### config.mk
export PLATFORM = sky130hd
export DESIGN_NAME = pgm_stream_sched
export DESIGN_NICKNAME = d
export VERILOG_FILES = /design/src/rtl/pgm_stream_sched.sv
export SDC_FILE = /design/constraint.sdc
export NUM_CORES = 1
export LEC_CHECK = 0
export BUFFER_PORTS_ARGS = -buffer_cell sky130_fd_sc_hd__buf_2
export CORE_ASPECT_RATIO = 1.1
export CORE_MARGIN = 5
export CORE_UTILIZATION = 40
export CTS_CLUSTER_DIAMETER = 120
export DETAILED_ROUTE_END_ITERATION = 10
export GPL_ROUTABILITY_DRIVEN = 1
export PLACE_DENSITY = 0.66
export SYNTH_ARGS = -nofsm -noshare
export SYNTH_HDL_FRONTEND = slang
export SYNTH_SLANG_ARGS = --single-unit
### constraint.sdc
create_clock -name clk -period 16.55 [get_ports clk]
set_input_delay 1.655 -clock clk [delete_from_list [all_inputs] [get_ports clk]]
set_output_delay 1.655 -clock clk [all_outputs]
set_load 0.02 [all_outputs]
### src/rtl/pgm_stream_sched.sv
// Time-triggered packet stream scheduler: picks due streams round-robin and
// hands one grant at a time to the packet sender over a req/ack handshake.
module pgm_stream_sched #(
    parameter int unsigned NSTREAM = 4
) (
    input  logic        clk,
    input  logic        rst,
    input  logic        cfg_wr,
    input  logic [1:0]  cfg_stream,
    input  logic [63:0] cfg_start_time,
    input  logic [31:0] cfg_interval,
    input  logic [9:0]  cfg_addr,
    input  logic        run,
    input  logic [63:0] now_time,
    input  logic [31:0] num_limit,
    output logic        sched_req,
    output logic [1:0]  sched_stream,
    output logic [9:0]  sched_addr,
    input  logic        sched_ack,
    output logic [31:0] sent_cnt,
    output logic        finish,
    output logic        busy
);

    typedef enum logic [2:0] {IDLE, SCAN, ISSUE, UPDATE, DONE} state_t;

    state_t             state;
    logic [NSTREAM-1:0] valid;
    logic [63:0]        due   [NSTREAM];
    logic [31:0]        ival  [NSTREAM];
    logic [9:0]         saddr [NSTREAM];
    logic [1:0]         rr_ptr;
    logic [1:0]         gnt;

    logic [NSTREAM-1:0] elig;
    logic               any_elig;
    logic [1:0]         pick;
    logic [1:0]         idx;
    logic [31:0]        cnt_inc;
    logic [1:0]         rr_next;

    // Round-robin search: first eligible stream at or after rr_ptr, wrapping.
    always_comb begin
        elig     = '0;
        any_elig = 1'b0;
        pick     = '0;
        idx      = '0;
        for (int unsigned i = 0; i < NSTREAM; i++) begin
            idx       = 2'(i);
            elig[idx] = valid[idx] && (now_time >= due[idx]);
        end
        for (int unsigned k = 0; k < NSTREAM; k++) begin
            idx = 2'((32'(rr_ptr) + k) % NSTREAM);
            if (!any_elig && elig[idx]) begin
                any_elig = 1'b1;
                pick     = idx;
            end
        end
    end

    assign cnt_inc = (sent_cnt == '1) ? sent_cnt : sent_cnt + 32'd1;
    assign rr_next = (32'(gnt) == NSTREAM - 1) ? '0 : gnt + 2'd1;
    assign busy    = (state != IDLE);

    always_ff @(posedge clk) begin
        if (rst) begin
            state        <= IDLE;
            valid        <= '0;
            rr_ptr       <= '0;
            gnt          <= '0;
            sent_cnt     <= '0;
            sched_req    <= 1'b0;
            sched_stream <= '0;
            sched_addr   <= '0;
            finish       <= 1'b0;
        end else begin
            case (state)
                IDLE: begin
                    if (cfg_wr && (32'(cfg_stream) < NSTREAM)) begin
                        valid[cfg_stream] <= 1'b1;
                        due[cfg_stream]   <= cfg_start_time;
                        ival[cfg_stream]  <= (cfg_interval == '0) ? 32'd1 : cfg_interval;
                        saddr[cfg_stream] <= cfg_addr;
                    end
                    if (run) begin
                        state    <= SCAN;
                        sent_cnt <= '0;
                    end
                end
                SCAN: begin
                    if (!run) begin
                        state <= IDLE;
                    end else if (any_elig) begin
                        state        <= ISSUE;
                        gnt          <= pick;
                        sched_req    <= 1'b1;
                        sched_stream <= pick;
                        sched_addr   <= saddr[pick];
                    end
                end
                // Once raised, the request is held until acked regardless of run.
                ISSUE: begin
                    if (sched_ack) begin
                        sched_req <= 1'b0;
                        state     <= UPDATE;
                    end
                end
                UPDATE: begin
                    due[gnt] <= due[gnt] + {32'd0, ival[gnt]};
                    sent_cnt <= cnt_inc;
                    rr_ptr   <= rr_next;
                    if ((num_limit != '0) && (cnt_inc == num_limit)) begin
                        state  <= DONE;
                        finish <= 1'b1;
                    end else if (run) begin
                        state <= SCAN;
                    end else begin
                        state <= IDLE;
                    end
                end
                DONE: begin
                    if (!run) begin
                        state  <= IDLE;
                        finish <= 1'b0;
                    end
                end
                default: state <= IDLE;
            endcase
        end
    end

endmodule

==> Yosys cells after proc, flatten, opt, wreduce, memory -nomap -nowiden <==
Memories as Yosys holds them, arrays and structs flattened. A register that Yosys moved wholly into a read port is not among the register bits.
Cells that the tools add are included.
{ "totals": {"word_cells": 119, "output_inout_bits": 47, "input_bits": 209, "ff_bits": 45, "mem_bits_rw": 424, "n_memories": 3} }
{ "mem_list": {"columns": ["memory", "words", "width", "read_ports", "rd_clocked_by_memory_dff", "wr", "line_no", "source"], "rows": [
  ["due", 4, 64, 5, 1, 1, "29", "logic [63:0] due [NSTREAM];"],
  ["ival", 4, 32, 1, 1, 1, "30", "logic [31:0] ival [NSTREAM];"],
  ["saddr", 4, 10, 1, 1, 1, "31", "logic [9:0] saddr [NSTREAM];"]
]} }
{ "op_classes": {"magnitude_cmp": 10, "eq_ne": 14, "n_bitwise": 1, "addsub": 6, "mux": 52, "n_reduce_logical": 26} }
{ "ops": {"columns": ["operator", "n"], "rows": [
  [">= comparator 64 bit", 4],
  ["2-to-1 mux 32 bit", 3],
  ["adder 64 x 32 -> 64 bit", 1],
  ["2-to-1 mux 64 bit", 1],
  ["case mux 32 bit (2 select lines)", 1],
  ["OR reduction 64 bit", 1],
  ["adder 32 x 1 -> 32 bit (second input constant)", 1],
  ["equality test 32 bit", 1],
  ["equality test 32 bit (second input constant)", 1],
  ["zero test 32 bit", 1],
  ["nonzero test 32 bit", 1],
  ["2-to-1 mux 1 bit", 23],
  ["2-to-1 mux 2 bit", 10],
  ["2-to-1 mux 3 bit", 6],
  ["< comparator 2 x 3 -> 1 bit (second input constant)", 5],
  ["case mux 3 bit (5 select lines)", 1],
  ["!= test 2 bit (second input constant)", 6],
  ["logical AND 1 bit", 9],
  ["binary-select mux 1 bit (select 2 bit)", 4],
  ["AND reduction 4 bit", 2],
  ["equality test 3 x 2 -> 1 bit (second input constant)", 2],
  ["AND reduction 3 bit", 2],
  ["nonzero test 2 bit", 3],
  ["adder 2 x 1 -> 2 bit (second input constant)", 2],
  ["13 further kinds", 18]
]} }

==> Depth between registers and ports, before layout <==
An unclocked memory read counts as a cell.
{ "logic_depth": {"word_depth": 18, "ltp_mapped": 22, "ltp_nobuf": 14} }

==> Least setup slack after synthesis <==
No wires, ideal clock.
{ "synth_path": {"path_kind": "input -> register", "start": "input rst", "end": "memory due[0][0] (enable)", "arrival_ns": 6.936, "t_required_ns": 15.969, "stages": 4, "setup_ns": 0.581, "slack_ns": 9.032, "cell_sequence": "nand2b_1 -> clkbuf_1 -> clkbuf_1 -> o31ai_1"} }
{ "synth_between": {"elab_chain_len": 4, "elab_cells_between_ends": 7, "cone_classes": "mux: 6; reduce/logical: 1"} }
{ "synth_rtl": {"columns": ["element", "line_no", "source"], "rows": [
  ["from (decl)", "7", "input logic rst,"],
  ["2-to-1 mux 1 bit", "66", "if (rst) begin"],
  ["2-to-1 mux 1 bit (not written as such)", "109", "due[gnt] <= due[gnt] + {32'd0, ival[gnt]};"],
  ["OR reduction 64 bit (no source line)", null, null],
  ["2-to-1 mux 2 bit (no source line) / 2-to-1 mux 1 bit (equally long branches)", null, null],
  ["to (decl)", "29", null]
]} }
Parallel ways exist; a longest one is shown, timed or not.

==> flow_metrics.tcl <==
set metrics [dict create \
    outcome "completed" \
    holdBufCountCts 0 \
    synth_xor_area_share_pct 2.651 \
    ant_nets 0 \
    yosysSeqAreaShare_pct 47.72 \
    maxSlewHeadroom_pct 18.98 \
    fillers 6596 \
    coreArea_mm2 0.07191 \
    die_h_um 292.8 \
    timing.fmax_mhz 166.7 \
    die_x_um 267.1 \
    synth_ff_type "edfxtp_1" \
    placed_area_mm2 0.03129 \
    ctsResizeCount 0 \
    synth_top_area_share_pct 43.79 \
    rsz0062_at_grt "false" \
    syn_to_final_growth_pct 13.72 \
    cts_root_buffer "clkbuf_16" \
    wl_per_cell_um 22.13 \
    synth_nets 3052 \
    crit_path_end_kind "register" \
    fin_skew_ns 0.04115 \
    overflow 0 \
    clk_latency_ns 0.62 \
    finalCriticalPeriod_ns 5.999 \
    drv_cap 0 \
    synth_top_family_by_area "adder cells" \
    grt_max_degree 65 \
    num_vias 21370 \
    tightest_slew_ns 1.215 \
    vdd_drop_max_mv 0.07260 \
    synth_top_area_cell "edfxtp_1" \
    hold_viol 0 \
    post_cts.repair.setup_buffers 0 \
    crit_type "register to register" \
    fin_crit_sh_pct 36.24 \
    htree_levels 2 \
    cp.required_ns 16.94 \
    drtIter0Drc 1656 \
    vias_per_cell 5.667 \
    report.final.slew_viol_count 0 \
    drive_gt1_share_pct 18.20 \
    cts.clk_slew.worst_paths_ns 0.06 \
    yosys.area_share.simple_pct 11.77 \
    cp_max_fo 38 \
    drc 0 \
    grt_pass1_vias 21350 \
    synth_edf_count 424 \
    cts_buffer_depth 3 \
    nets 3274 \
    ys_async_sr_fraction_pct 0 \
    syn_avg_cell_area_um2 11.39 \
    cts_made_buffers 53 \
    clock_sinks 481 \
    ys_types 99 \
    yosys.area_share.adder_pct 12.55 \
    drt_first_pass_iters 5 \
    timing.setup.tns_ns 0 \
    synth_mux_area_share_pct 7.988 \
    start_util_pct 40.43 \
    antenna_found_initial 14 \
    ys_top_cells_by_area "edfxtp_1 (44%), ha_1 (12%), mux4_2 (7.1%)" \
    synth_compound_area_share_pct 11.89 \
    grtUsageTotal_pct 20.75 \
    leakagePower_nw 13.40 \
    final_core_util_pct 45.98 \
    syn_area_mm2 0.02907 \
    io_buffers 255 \
    cp-start-kind "register" \
    synth-seq-cells 481 \
    pin_count 256 \
    dp_hpwl_um 61380 \
    die_area_mm2 0.07818 \
    fin_area_mm2 0.03306 \
    grt_pass1_wl_um 126400 \
    cts_tree "yes" \
    finalWeightedCongestion 0.9171 \
    yosysWarnings 0 \
    syn_inst 2552 \
    setup_viol 0 \
    rows 103 \
    wirelength_um 83460 \
    hold_class "register to register" \
    p_per_area_mw_per_mm2 84.06 \
    critPathArrivalTime_ns 6.38 \
]
## area by class of cell
class                           count  area [um^2]  area share [%]
Multi-Input combinational cell   1670        13680           41.39
Timing Repair Buffer              280         1464           4.428
Sequential cell                   481        13880           41.98
Tap cell                          945         1182           3.576
Antenna cell                        7        17.52         0.05298
Inverter                          288         1081           3.270
Clock buffer                       68         1453           4.394
Clock inverter                     32        300.3          0.9083
## where the power goes
part / internal (mW) / total (mW) / switching, mW
clock: 0.672 / 1.17 / 0.500
combinational: 0.0970 / 0.254 / 0.157
sequential: 1.34 / 1.35 / 0.00955
## path summary, 6_finish.rpt
check	cells past startpoint	end	start	slack [ns]
worst max register to register	14	due[2][48]	register	10.55
worst max-delay path	14	due[2][48]	register	10.55
worst min register to register	2	rr_ptr[1]	rr_ptr[1]	0.50
worst min-delay path	2	rr_ptr[1]	rr_ptr[1]	0.50
## layout by cell type (no fill, tap or decap), drive strengths merged, types with 66 or more instances in the layout
cell    instances
nand2         198
buf           280
nand4          66
inv           290
o21ai         137
ha            290
a21oi         157
clkbuf         68
edfxtp        424
nor2           97
mux4           95
## critical path, cell delays in order, from the launching register on
cell and delay [ns]:
dfxtp_4 0.83, buf_4 0.62, mux4_2 0.62, inv_1 0.10
fa_1 0.21, nor2b_1 0.06, o21ai_1 0.14, a21oi_1 0.12
or4_1 0.51, a21oi_2 0.27, o21ai_2 0.17, a211oi_1 0.49
o31a_1 1.02, o21ai_0 0.24, a31oi_1 0.36
## logic make-up after synthesis
logic type | count (synthesis)
buf+inv | 401
xor+xnor | 88
flops | 481
simple gates | 645
fa+ha+maj | 291
mux | 112
compound gates | 534
## routing by layer
layer / vias up / share of wire (%) / wire (um) / global-route usage, %
met5: - / 0.067 / 56 / 0
met4: 10 / 2.5 / 2087 / 5.385
met3: 129 / 6.0 / 5027 / 3.049
met2: 660 / 49 / 40870 / 35.45
met1: 10510 / 42 / 35430 / 27.86
li1: 10060 / - / - / -
## per-stage QoR
step / worst slack (ns) / power [mW] / hold slack (ns) / cells
floorplan: 9.032 / 1.527 / 0.4495 / 2552
global placement: 10.78 / 1.628 / 0.4743 / 3664
detailed placement: 10.64 / 1.631 / 0.4838 / 3664
CTS: 10.58 / 2.806 / 0.4912 / 3764
global route: 10.10 / 2.886 / 0.5156 / 3765
finish: 10.55 / 2.779 / 0.4951 / 3771
## cell usage after synthesis (14+ instances only)
| library cell | number |
|---|---|
| edfxtp_1 | 424 |
| ha_1 | 290 |
| inv_1 | 288 |
| nand2_1 | 197 |
| a21oi_1 | 156 |
| o21ai_0 | 133 |
| nor2_1 | 95 |
| mux4_2 | 92 |
| clkbuf_1 | 76 |
| nand4_1 | 65 |
| dfxtp_1 | 57 |
| xnor2_1 | 54 |
| a21o_1 | 52 |
| nand3_1 | 49 |
| nor3_1 | 36 |
| nor4_1 | 35 |
| xor2_1 | 34 |
| and3_1 | 32 |
| a31oi_1 | 24 |
| buf_2 | 20 |
| o211ai_1 | 19 |
| mux2i_1 | 16 |
| nand2b_1 | 15 |
| and4_1 | 14 |
| nand3b_1 | 14 |
| o21a_1 | 14 |
| or3_1 | 14 |
## flip-flops by register name, indices dropped and copies added, names as in the netlist, named ones only
signal and cells:
due 256, finish 1, gnt 2, ival 128
rr_ptr 2, saddr 40, sched_addr 10, sched_req 1
sent_cnt 32, state 3, valid 4
No activity file was read; power rests on OpenSTA's default activity.
